### src/rtl/debug_hex_tx_pkg.sv
// Shared constants and state encoding for the debug hex transmitter.
// Imported by the top and the byte FIFO.
package debug_hex_tx_pkg;

  localparam logic [7:0] ASCII_CR = 8'h0D;
  localparam logic [7:0] ASCII_LF = 8'h0A;
  localparam logic [7:0] ASCII_0  = 8'h30;
  localparam logic [7:0] ASCII_A  = 8'h41;

  typedef enum logic [2:0] {
    ST_IDLE,
    ST_HI,
    ST_LO,
    ST_SEP,
    ST_CR,
    ST_LF
  } tx_state_t;

endpackage

### src/rtl/debug_byte_fifo.sv
// Generic synchronous byte FIFO with wrap-bit pointers.
// Full and empty come straight from the registered pointers.
module debug_byte_fifo
  import debug_hex_tx_pkg::*;
#(
  parameter int DEPTH = 16
) (
  input  logic       i_clk,
  input  logic       i_rst,
  input  logic       i_push,
  input  logic [7:0] i_data,
  input  logic       i_pop,
  output logic [7:0] o_data,
  output logic       o_full,
  output logic       o_empty
);

  localparam int AW = $clog2(DEPTH);

  logic [7:0]  mem [DEPTH];
  logic [AW:0] wr_ptr;
  logic [AW:0] rd_ptr;
  logic        do_push;
  logic        do_pop;

  assign o_full  = (wr_ptr[AW] != rd_ptr[AW]) && (wr_ptr[AW-1:0] == rd_ptr[AW-1:0]);
  assign o_empty = (wr_ptr == rd_ptr);
  assign o_data  = mem[rd_ptr[AW-1:0]];

  // A push while full is refused even if a pop happens in the same cycle.
  assign do_push = i_push && !o_full;
  assign do_pop  = i_pop && !o_empty;

  // NOTE: the storage array has no reset; only the pointers define which
  // entries are valid, and leaving the array unreset lets it map onto RAM.
  always_ff @(posedge i_clk) begin
    if (do_push) mem[wr_ptr[AW-1:0]] <= i_data;
  end

  // NOTE: sequential state uses non-blocking assignments so every register
  // samples the pre-edge values regardless of statement order.
  always_ff @(posedge i_clk or posedge i_rst) begin
    if (i_rst) begin
      wr_ptr <= '0;
      rd_ptr <= '0;
    end else begin
      if (do_push) wr_ptr <= wr_ptr + 1'b1;
      if (do_pop)  rd_ptr <= rd_ptr + 1'b1;
    end
  end

endmodule

### src/rtl/debug_hex_tx.sv
// Renders buffered debug bytes as "HH " ASCII hex with CR/LF line breaks
// every LINE_BYTES bytes or on request, over a valid/ready character port.
module debug_hex_tx
  import debug_hex_tx_pkg::*;
#(
  parameter int         DEPTH      = 16,
  parameter int         LINE_BYTES = 16,
  parameter logic [7:0] SEP_CHAR   = 8'h20
) (
  input  logic       i_clk,
  input  logic       i_rst,
  input  logic [7:0] i_data,
  input  logic       i_valid,
  output logic       o_ready,
  input  logic       i_flush,
  output logic [7:0] o_wdata,
  output logic       o_wvalid,
  input  logic       i_wready,
  output logic       o_drop,
  output logic [7:0] o_drop_cnt
);

  localparam logic [7:0] LINE_LAST = 8'(LINE_BYTES - 1);

  function automatic logic [7:0] hex_char(input logic [3:0] nib);
    if (nib < 4'd10) return ASCII_0 + {4'h0, nib};
    return ASCII_A + {4'h0, nib} - 8'd10;
  endfunction

  tx_state_t  state;
  logic [7:0] hold_byte;
  logic [7:0] line_cnt;
  logic       flush_pend;

  logic       fifo_full;
  logic       fifo_empty;
  logic [7:0] fifo_rdata;
  logic       fifo_push;
  logic       fifo_pop;
  logic       wxfer;
  logic       load_next;

  assign o_ready   = !fifo_full;
  assign fifo_push = i_valid && !fifo_full;
  assign wxfer     = o_wvalid && i_wready;

  // Start a new byte from IDLE, or straight out of SEP/LF to skip the bubble.
  assign load_next = !fifo_empty &&
                     ((state == ST_IDLE) ||
                      (wxfer && ((state == ST_SEP) || (state == ST_LF))));
  assign fifo_pop  = load_next;

  debug_byte_fifo #(
    .DEPTH (DEPTH)
  ) u_fifo (
    .i_clk   (i_clk),
    .i_rst   (i_rst),
    .i_push  (fifo_push),
    .i_data  (i_data),
    .i_pop   (fifo_pop),
    .o_data  (fifo_rdata),
    .o_full  (fifo_full),
    .o_empty (fifo_empty)
  );

  always_ff @(posedge i_clk or posedge i_rst) begin
    if (i_rst) begin
      o_drop     <= 1'b0;
      o_drop_cnt <= '0;
    end else begin
      o_drop <= i_valid && fifo_full;
      if (i_valid && fifo_full && (o_drop_cnt != 8'hFF))
        o_drop_cnt <= o_drop_cnt + 8'd1;
    end
  end

  always_ff @(posedge i_clk or posedge i_rst) begin
    if (i_rst) begin
      state      <= ST_IDLE;
      o_wdata    <= '0;
      o_wvalid   <= 1'b0;
      hold_byte  <= '0;
      line_cnt   <= '0;
      flush_pend <= 1'b0;
    end else begin
      if (i_flush) flush_pend <= 1'b1;

      case (state)
        ST_IDLE: begin
          // An empty line has nothing to terminate, so a flush is dropped.
          if (line_cnt == '0) begin
            flush_pend <= 1'b0;
          end else if (fifo_empty && flush_pend) begin
            o_wdata  <= ASCII_CR;
            o_wvalid <= 1'b1;
            state    <= ST_CR;
          end
        end

        ST_HI: begin
          if (wxfer) begin
            o_wdata <= hex_char(hold_byte[3:0]);
            state   <= ST_LO;
          end
        end

        ST_LO: begin
          if (wxfer) begin
            line_cnt <= line_cnt + 8'd1;
            if ((line_cnt == LINE_LAST) || flush_pend) begin
              o_wdata <= ASCII_CR;
              state   <= ST_CR;
            end else begin
              o_wdata <= SEP_CHAR;
              state   <= ST_SEP;
            end
          end
        end

        ST_SEP: begin
          if (wxfer) begin
            o_wvalid <= 1'b0;
            state    <= ST_IDLE;
          end
        end

        ST_CR: begin
          if (wxfer) begin
            o_wdata <= ASCII_LF;
            state   <= ST_LF;
          end
        end

        ST_LF: begin
          if (wxfer) begin
            o_wvalid   <= 1'b0;
            line_cnt   <= '0;
            flush_pend <= 1'b0;
            state      <= ST_IDLE;
          end
        end

        default: state <= ST_IDLE;
      endcase

      // Loading a fresh byte overrides the idle-bound updates above.
      if (load_next) begin
        hold_byte <= fifo_rdata;
        o_wdata   <= hex_char(fifo_rdata[7:4]);
        o_wvalid  <= 1'b1;
        state     <= ST_HI;
      end
    end
  end

endmodule

### config.mk
export PLATFORM = sky130hd
export DESIGN_NAME = debug_hex_tx
export DESIGN_NICKNAME = d
export VERILOG_FILES = /design/src/rtl/debug_hex_tx_pkg.sv /design/src/rtl/debug_byte_fifo.sv /design/src/rtl/debug_hex_tx.sv
export SDC_FILE = /design/constraint.sdc
export NUM_CORES = 1
export LEC_CHECK = 0
export ABC_CLOCK_PERIOD_IN_PS = 4950
export CAP_MARGIN = 30
export CELL_PAD_IN_SITES_DETAIL_PLACEMENT = 1
export CELL_PAD_IN_SITES_GLOBAL_PLACEMENT = 2
export CORE_ASPECT_RATIO = 1.1
export CORE_UTILIZATION = 49
export DETAILED_ROUTE_END_ITERATION = 16
export PLACE_DENSITY_LB_ADDON = 0.1
export SETUP_SLACK_MARGIN = 0.02
export SLEW_MARGIN = 15
export SYNTH_ARGS = -nofsm -noshare
export SYNTH_HDL_FRONTEND = slang
export SYNTH_SLANG_ARGS = --single-unit
### constraint.sdc
create_clock -name i_clk -period 4.95 [get_ports i_clk]
set_clock_uncertainty 0.1 [all_clocks]
set_input_delay 0.99 -clock i_clk [delete_from_list [all_inputs] [get_ports i_clk]]
set_output_delay 0.99 -clock i_clk [all_outputs]
set_load 0.01 [all_outputs]
== Yosys cells after proc, flatten, opt, wreduce, memory -nomap -nowiden ==
Memories as Yosys holds them, arrays and structs flattened.
Cells that the tools add are included.

* Eq/ne operators: 18
* Order comparisons: 2
* Reduce and logical (&&, ||, !) cells: 25
* Mux-type cells: 40
* Add/sub/neg operators: 10

{| class="wikitable"
|+ Operator list
! operator !! number
|-
| 8-bit 2-to-1 mux || 12
|-
| 8-bit case mux with 4 select lines || 1
|-
| 3-bit 2-to-1 mux || 8
|-
| 7-bit by 4-bit adder with 8-bit output (first input constant) || 2
|-
| 8-bit by 1-bit adder with 8-bit output (second input constant) || 2
|-
| 8-bit case mux with 2 select lines || 1
|-
| 8-bit by 4-bit subtractor with 8-bit output (second input constant) || 2
|-
| 3-bit case mux with 5 select lines || 1
|-
| 6-bit by 4-bit adder with 7-bit output (first input constant) || 2
|-
| 1-bit 2-to-1 mux || 14
|-
| 3-bit by 2-bit inequality test with 1-bit output (second input constant) || 4
|-
| 6-bit AND reduction || 2
|-
| 5-bit by 1-bit adder with 5-bit output (second input constant) || 2
|-
| 1-bit logical AND || 10
|-
| 8-bit by 4-bit equality test with 1-bit output (second input constant) || 1
|-
| 8-bit logical NOT || 1
|-
| 4-bit less-than comparator (second input constant) || 2
|-
| 8-bit inequality test (second input constant) || 1
|-
| 3-bit by 2-bit equality test with 1-bit output (second input constant) || 2
|-
| 3-bit equality test (second input constant) || 2
|-
| 6-bit 2-to-1 mux || 1
|-
| 3-bit by 1-bit inequality test with 1-bit output (second input constant) || 2
|-
| 5-bit equality test || 1
|-
| 5-bit nonzero test || 1
|-
| other kinds (13) || 18
|}

* Bits in writable memories: 128
* Output and inout bits: 19
* Bits in registers: 44
* Input port bits: 13
* Logic and storage cells: 106
* Memories: 1

{| class="wikitable"
|+ Memory list
! memory !! words !! bits a word !! rd ports !! clocked after memory_dff !! wr ports !! line !! RTL
|-
| u_fifo.mem || 16 || 8 || 1 || 0 || 1 || debug_byte_fifo.sv:20 || <nowiki>logic [7:0] mem [DEPTH];</nowiki>
|}

== Logic depth before layout (Yosys ltp) ==
* Word-level depth: 8
* Depth in mapped cells: 10
* Gate-level depth less buffers: 7

== Hierarchy ==
Synthesis repeated with hierarchy kept, for this count alone.

* Cell total of the unflattened synthesis: 483
* Area, all modules: 7531.0 um2

{| class="wikitable"
|+ By module, submodules not included
! module !! times used !! cells an instance !! area each (um2) !! sequential area each (um2)
|-
| debug_byte_fifo || 1 || 278 || 5654.2 || 4093.9
|-
| debug_hex_tx || 1 || 205 || 1876.8 || 825.8
|}

== Worst setup path after synthesis ==
Ideal clock, no wire load.

* Kind: register -> register
* Start point: reg u_fifo.rd_ptr[1]
* End point: mem u_fifo.mem[0][0] (enable)
* Library setup time: 0.395 ns
* Path slack: 2.410 ns
* Arrival time: 2.045 ns
* Period minus slack after synthesis: 2.540 ns
* Path buffers: 1
* Data required time: 4.455 ns
* Cell stages (with the launch flop): 7
* Path through: dfrtp_1 buf_6 xnor2_1 nand4_2 nand2b_1 nand2_1 nor4_1

* Longest elaborated chain between the ends: 7

{| class="wikitable"
|+ RTL lines
! item !! line !! RTL
|-
| from (decl) || debug_byte_fifo.sv:22 || <nowiki>logic [AW:0] rd_ptr;</nowiki>
|-
| from (signal assigned) || debug_byte_fifo.sv:48 || <nowiki>if (do_pop) rd_ptr <= rd_ptr + 1'b1;</nowiki>
|-
| 4-bit equality test (*) || debug_byte_fifo.sv:26 || <nowiki>assign o_full = (wr_ptr[AW] != rd_ptr[AW]) && (wr_ptr[AW-1:0] == rd_ptr[AW-1:0]);</nowiki>
|-
| 1-bit logical AND (*) || debug_byte_fifo.sv:26 ||
|-
| 1-bit logical NOT (*) || n/a ||
|-
| net o_ready || debug_hex_tx.sv:14 || <nowiki>output logic o_ready,</nowiki>
|-
| 1-bit logical AND || debug_hex_tx.sv:44 || <nowiki>assign fifo_push = i_valid && !fifo_full;</nowiki>
|-
| 1-bit logical AND (*) || debug_byte_fifo.sv:31 || <nowiki>assign do_push = i_push && !o_full;</nowiki>
|-
| 1-bit 2-to-1 mux (*) || debug_byte_fifo.sv:37 || <nowiki>if (do_push) mem[wr_ptr[AW-1:0]] <= i_data;</nowiki>
|-
| 1-bit 2-to-1 mux (not written as such) (*) || debug_byte_fifo.sv:37 ||
|-
| to (decl) || debug_byte_fifo.sv:20 ||
|}

The timed path passes the listed nets; every way through them passes the cells marked *.

== Worst setup path after layout ==
* Start point: reg u_fifo.rd_ptr[3]
* End point: out o_ready

* Longest elaborated chain between the ends: 3

{| class="wikitable"
|+ RTL lines
! item !! line !! RTL
|-
| 4-bit equality test || debug_byte_fifo.sv:26 ||
|-
| 1-bit logical AND || debug_byte_fifo.sv:26 ||
|-
| 1-bit logical NOT || debug_hex_tx.sv:43 || <nowiki>assign o_ready = !fifo_full;</nowiki>
|-
| to (decl) || debug_hex_tx.sv:14 ||
|}

Every way passes these cells.

==> metrics.cfg <==
[status]
status=completed

[global_route]
grt_overflow=0
grt_max_degree=44
grt_pass1_wl_um=25300
grt_pass1_vias=4342
antenna_found_initial=0
track_usage_pct=21.6

[synth]
syn_area_per_cell_um2=16.0
yosysWarnings=0
synth_area_leaders=edfxtp_1 (51%), dfrtp_1 (14%), mux4_2 (6.6%)
synth_top_area_cell=edfxtp_1
synth_flop_cell=edfxtp_1
yosysMostFrequentCell=edfxtp_1
synth-seq-cells=171
synth_top_area_share_pct=50.9
synth_edf_count=128
synth_area_um2=7560
syn_inst=472
synth_commonest_cells=edfxtp_1 (128), dfrtp_1 (43), nor2_1 (28)
yosysSeqAreaShare_pct=65.1
synth_cell_types=65
syn_nets=495
async_reset_ff_share_pct=25.1

[layout]
layout.nets=531
fin_area_um2=8640
antenna_cells=0
drive_gt1_share_pct=15.7
syn2layout_area_growth_pct=14.4

[worst_setup_path]
crit_chain=xnor2_1, nand4_2, nand2b_1, clkdlybuf4s50_1
crit_arrival_ns=2.51
reg2reg_depth=7
r2r_slack_ns=1.78
cp_data_required_time_ns=3.86
critical_path_class=reg2out
reg2reg_from=u_fifo.rd_ptr[1]
cpMaxStageDelayCell=dfrtp_1
start_kind=flop
cp_max_fo=13
cpPeakStageDelay_ns=0.74
r2r-end=o_wdata[1]
crit_path_end_kind=primary output

[clocking]
cts_max_path_buffers=2
clkTransAtPathRegs_ns=0.07
cts_hold_buf=0
clock_latency_ns=0.42
cts_buffers=17
clock_sinks=171
htree_levels=4
root_buffer=clkbuf_16
post_cts_buffers=0
cts_resized=0
cts_tree=done

[power_and_ir_drop]
power_density_nw_per_um2=601
ir_drop_mv=0.316
total_power_mw=5.19
leakage_nw=3.11

[die]
dieArea_um2=15900
rows=47
io_pins=32
start_util_pct=50.2
die_x_um=120
core_um2=15100
die_h_um=132

[sta]
worst_slew_pin_slew_ns=0.858
slew_headroom_pct=42.7
tns_ns=0
finalMaxSlewViolations=0
hold_ws_ns=0.393
hold_viol=0
worst_slack_ns=1.35
setup_viol=0
final.period_utilization_pct=72.7
rsz0062_at_grt=no
max_clock_freq_mhz=278
fin_crit_ns=3.60

[detailed_routing]
first_iter_violations=262
wirelength_um=15800
drtPass1Iterations=4
vias_per_cell=5.86
wire_per_inst_um=22.1
ant_nets=0
dr_total_vias=4201
drc=0

[place]
portBuffers=30
hpwl_um=10700
place_area_um2=8010
gp_congestion=0.772
pre_cts_slack_ns=1.62

[worst_hold_path]
hold_start=o_drop_cnt[6]
hold_class=reg2reg
min_to=o_drop_cnt[6]
whs_path_depth=1

[job]
cap_violations=0

-- registers in the layout, indices dropped and copies added (netlist names) --
name           flops
o_drop             1
o_drop_cnt         8
state              3
o_wvalid           1
u_fifo.wr_ptr      5
u_fifo.mem       128
flush_pend         1
line_cnt           8
o_wdata            7
u_fifo.rd_ptr      5
hold_byte          4
-- placed cells by master, fill, tap and decap left out, types with 5 or more instances in the layout --
cell	n
a22o_1	5
nand2_1	19
xnor2_1	19
edfxtp_1	128
inv_1	19
clkdlybuf4s50_1	30
nor4_1	6
mux4_1	15
nand4_1	13
buf_4	8
xor2_1	7
dfrtp_1	43
mux4_2	22
o21ai_0	10
a21oi_1	17
nand3_1	9
nor2_1	28
and2_1	10
ha_1	10
clkbuf_16	17
-- how the worst max path moves through the flow --
stage                      from                to  slack (ns)  cells after the start
2_1_floorplan  u_fifo.rd_ptr[1]  u_fifo.mem[0][0]        2.41                      6
3_3_place_gp           i_wready        o_wdata[5]        1.71                      6
3_5_place_dp           i_wready        o_wdata[5]        1.62                      7
4_1_cts        u_fifo.rd_ptr[3]           o_ready        1.29                      4
5_1_grt        u_fifo.rd_ptr[3]           o_ready        1.22                      4
6_report       u_fifo.rd_ptr[3]           o_ready        1.35                      4
-- logic make-up (layout without fill, tap and decap cells) --
group,count (synthesis),count (layout),share of synthesized area (%)
adder cells (fa/ha/maj),10,10,1.66
buffers and inverters,42,91,2.96
flip-flops,171,171,65.1
multiplexers,45,45,13.2
AO/OA/AOI/OAI,62,62,5.68
XOR/XNOR,27,27,3.23
AND/OR/NAND/NOR,114,114,8.13
other,1,1,0.0496
-- area by class of cell --
| class | count | area [um2] |
|---|---|---|
| fillers | 1414 | 6410 |
| clock buffers | 17 | 425 |
| repair buffers | 39 | 380 |
| inverters | 20 | 75.1 |
| well taps | 196 | 245 |
| multi-input cells | 259 | 2410 |
| clock inverters | 15 | 186 |
| flip-flops and latches | 171 | 4920 |
-- per-layer routing --
metal	track usage, %	share of wire (%)	vias to the layer above
met5	0	0	-
met4	6.52	0.93	0
met3	4.24	2.7	11
met2	35.8	53	70
met1	29.1	44	2211
li1	-	-	1909
-- metrics by stage --
stage	util [%]	cells
finish	57.4	717
floorplan	-	472
CTS	57.3	716
global route	57.4	717
detailed placement	53.2	684
global placement	53.2	684
-- critical path, delay by kind of cell (launching register included) --
kind / cells / cell delay [ns]
xor gates and xnor gates: 1 / 0.20
buffers and inverters: 1 / 0.53
DFF: 1 / 0.74
and+or+nand+nor: 2 / 0.62
-- where the power goes --
group	switching [mW]	total [mW]	internal [mW]
clock	0.587	1.35	0.766
combinational	0.986	1.85	0.860
sequential	0.218	2.00	1.78
total	1.79	5.19	3.40
(Power assumes the default switching activity.)
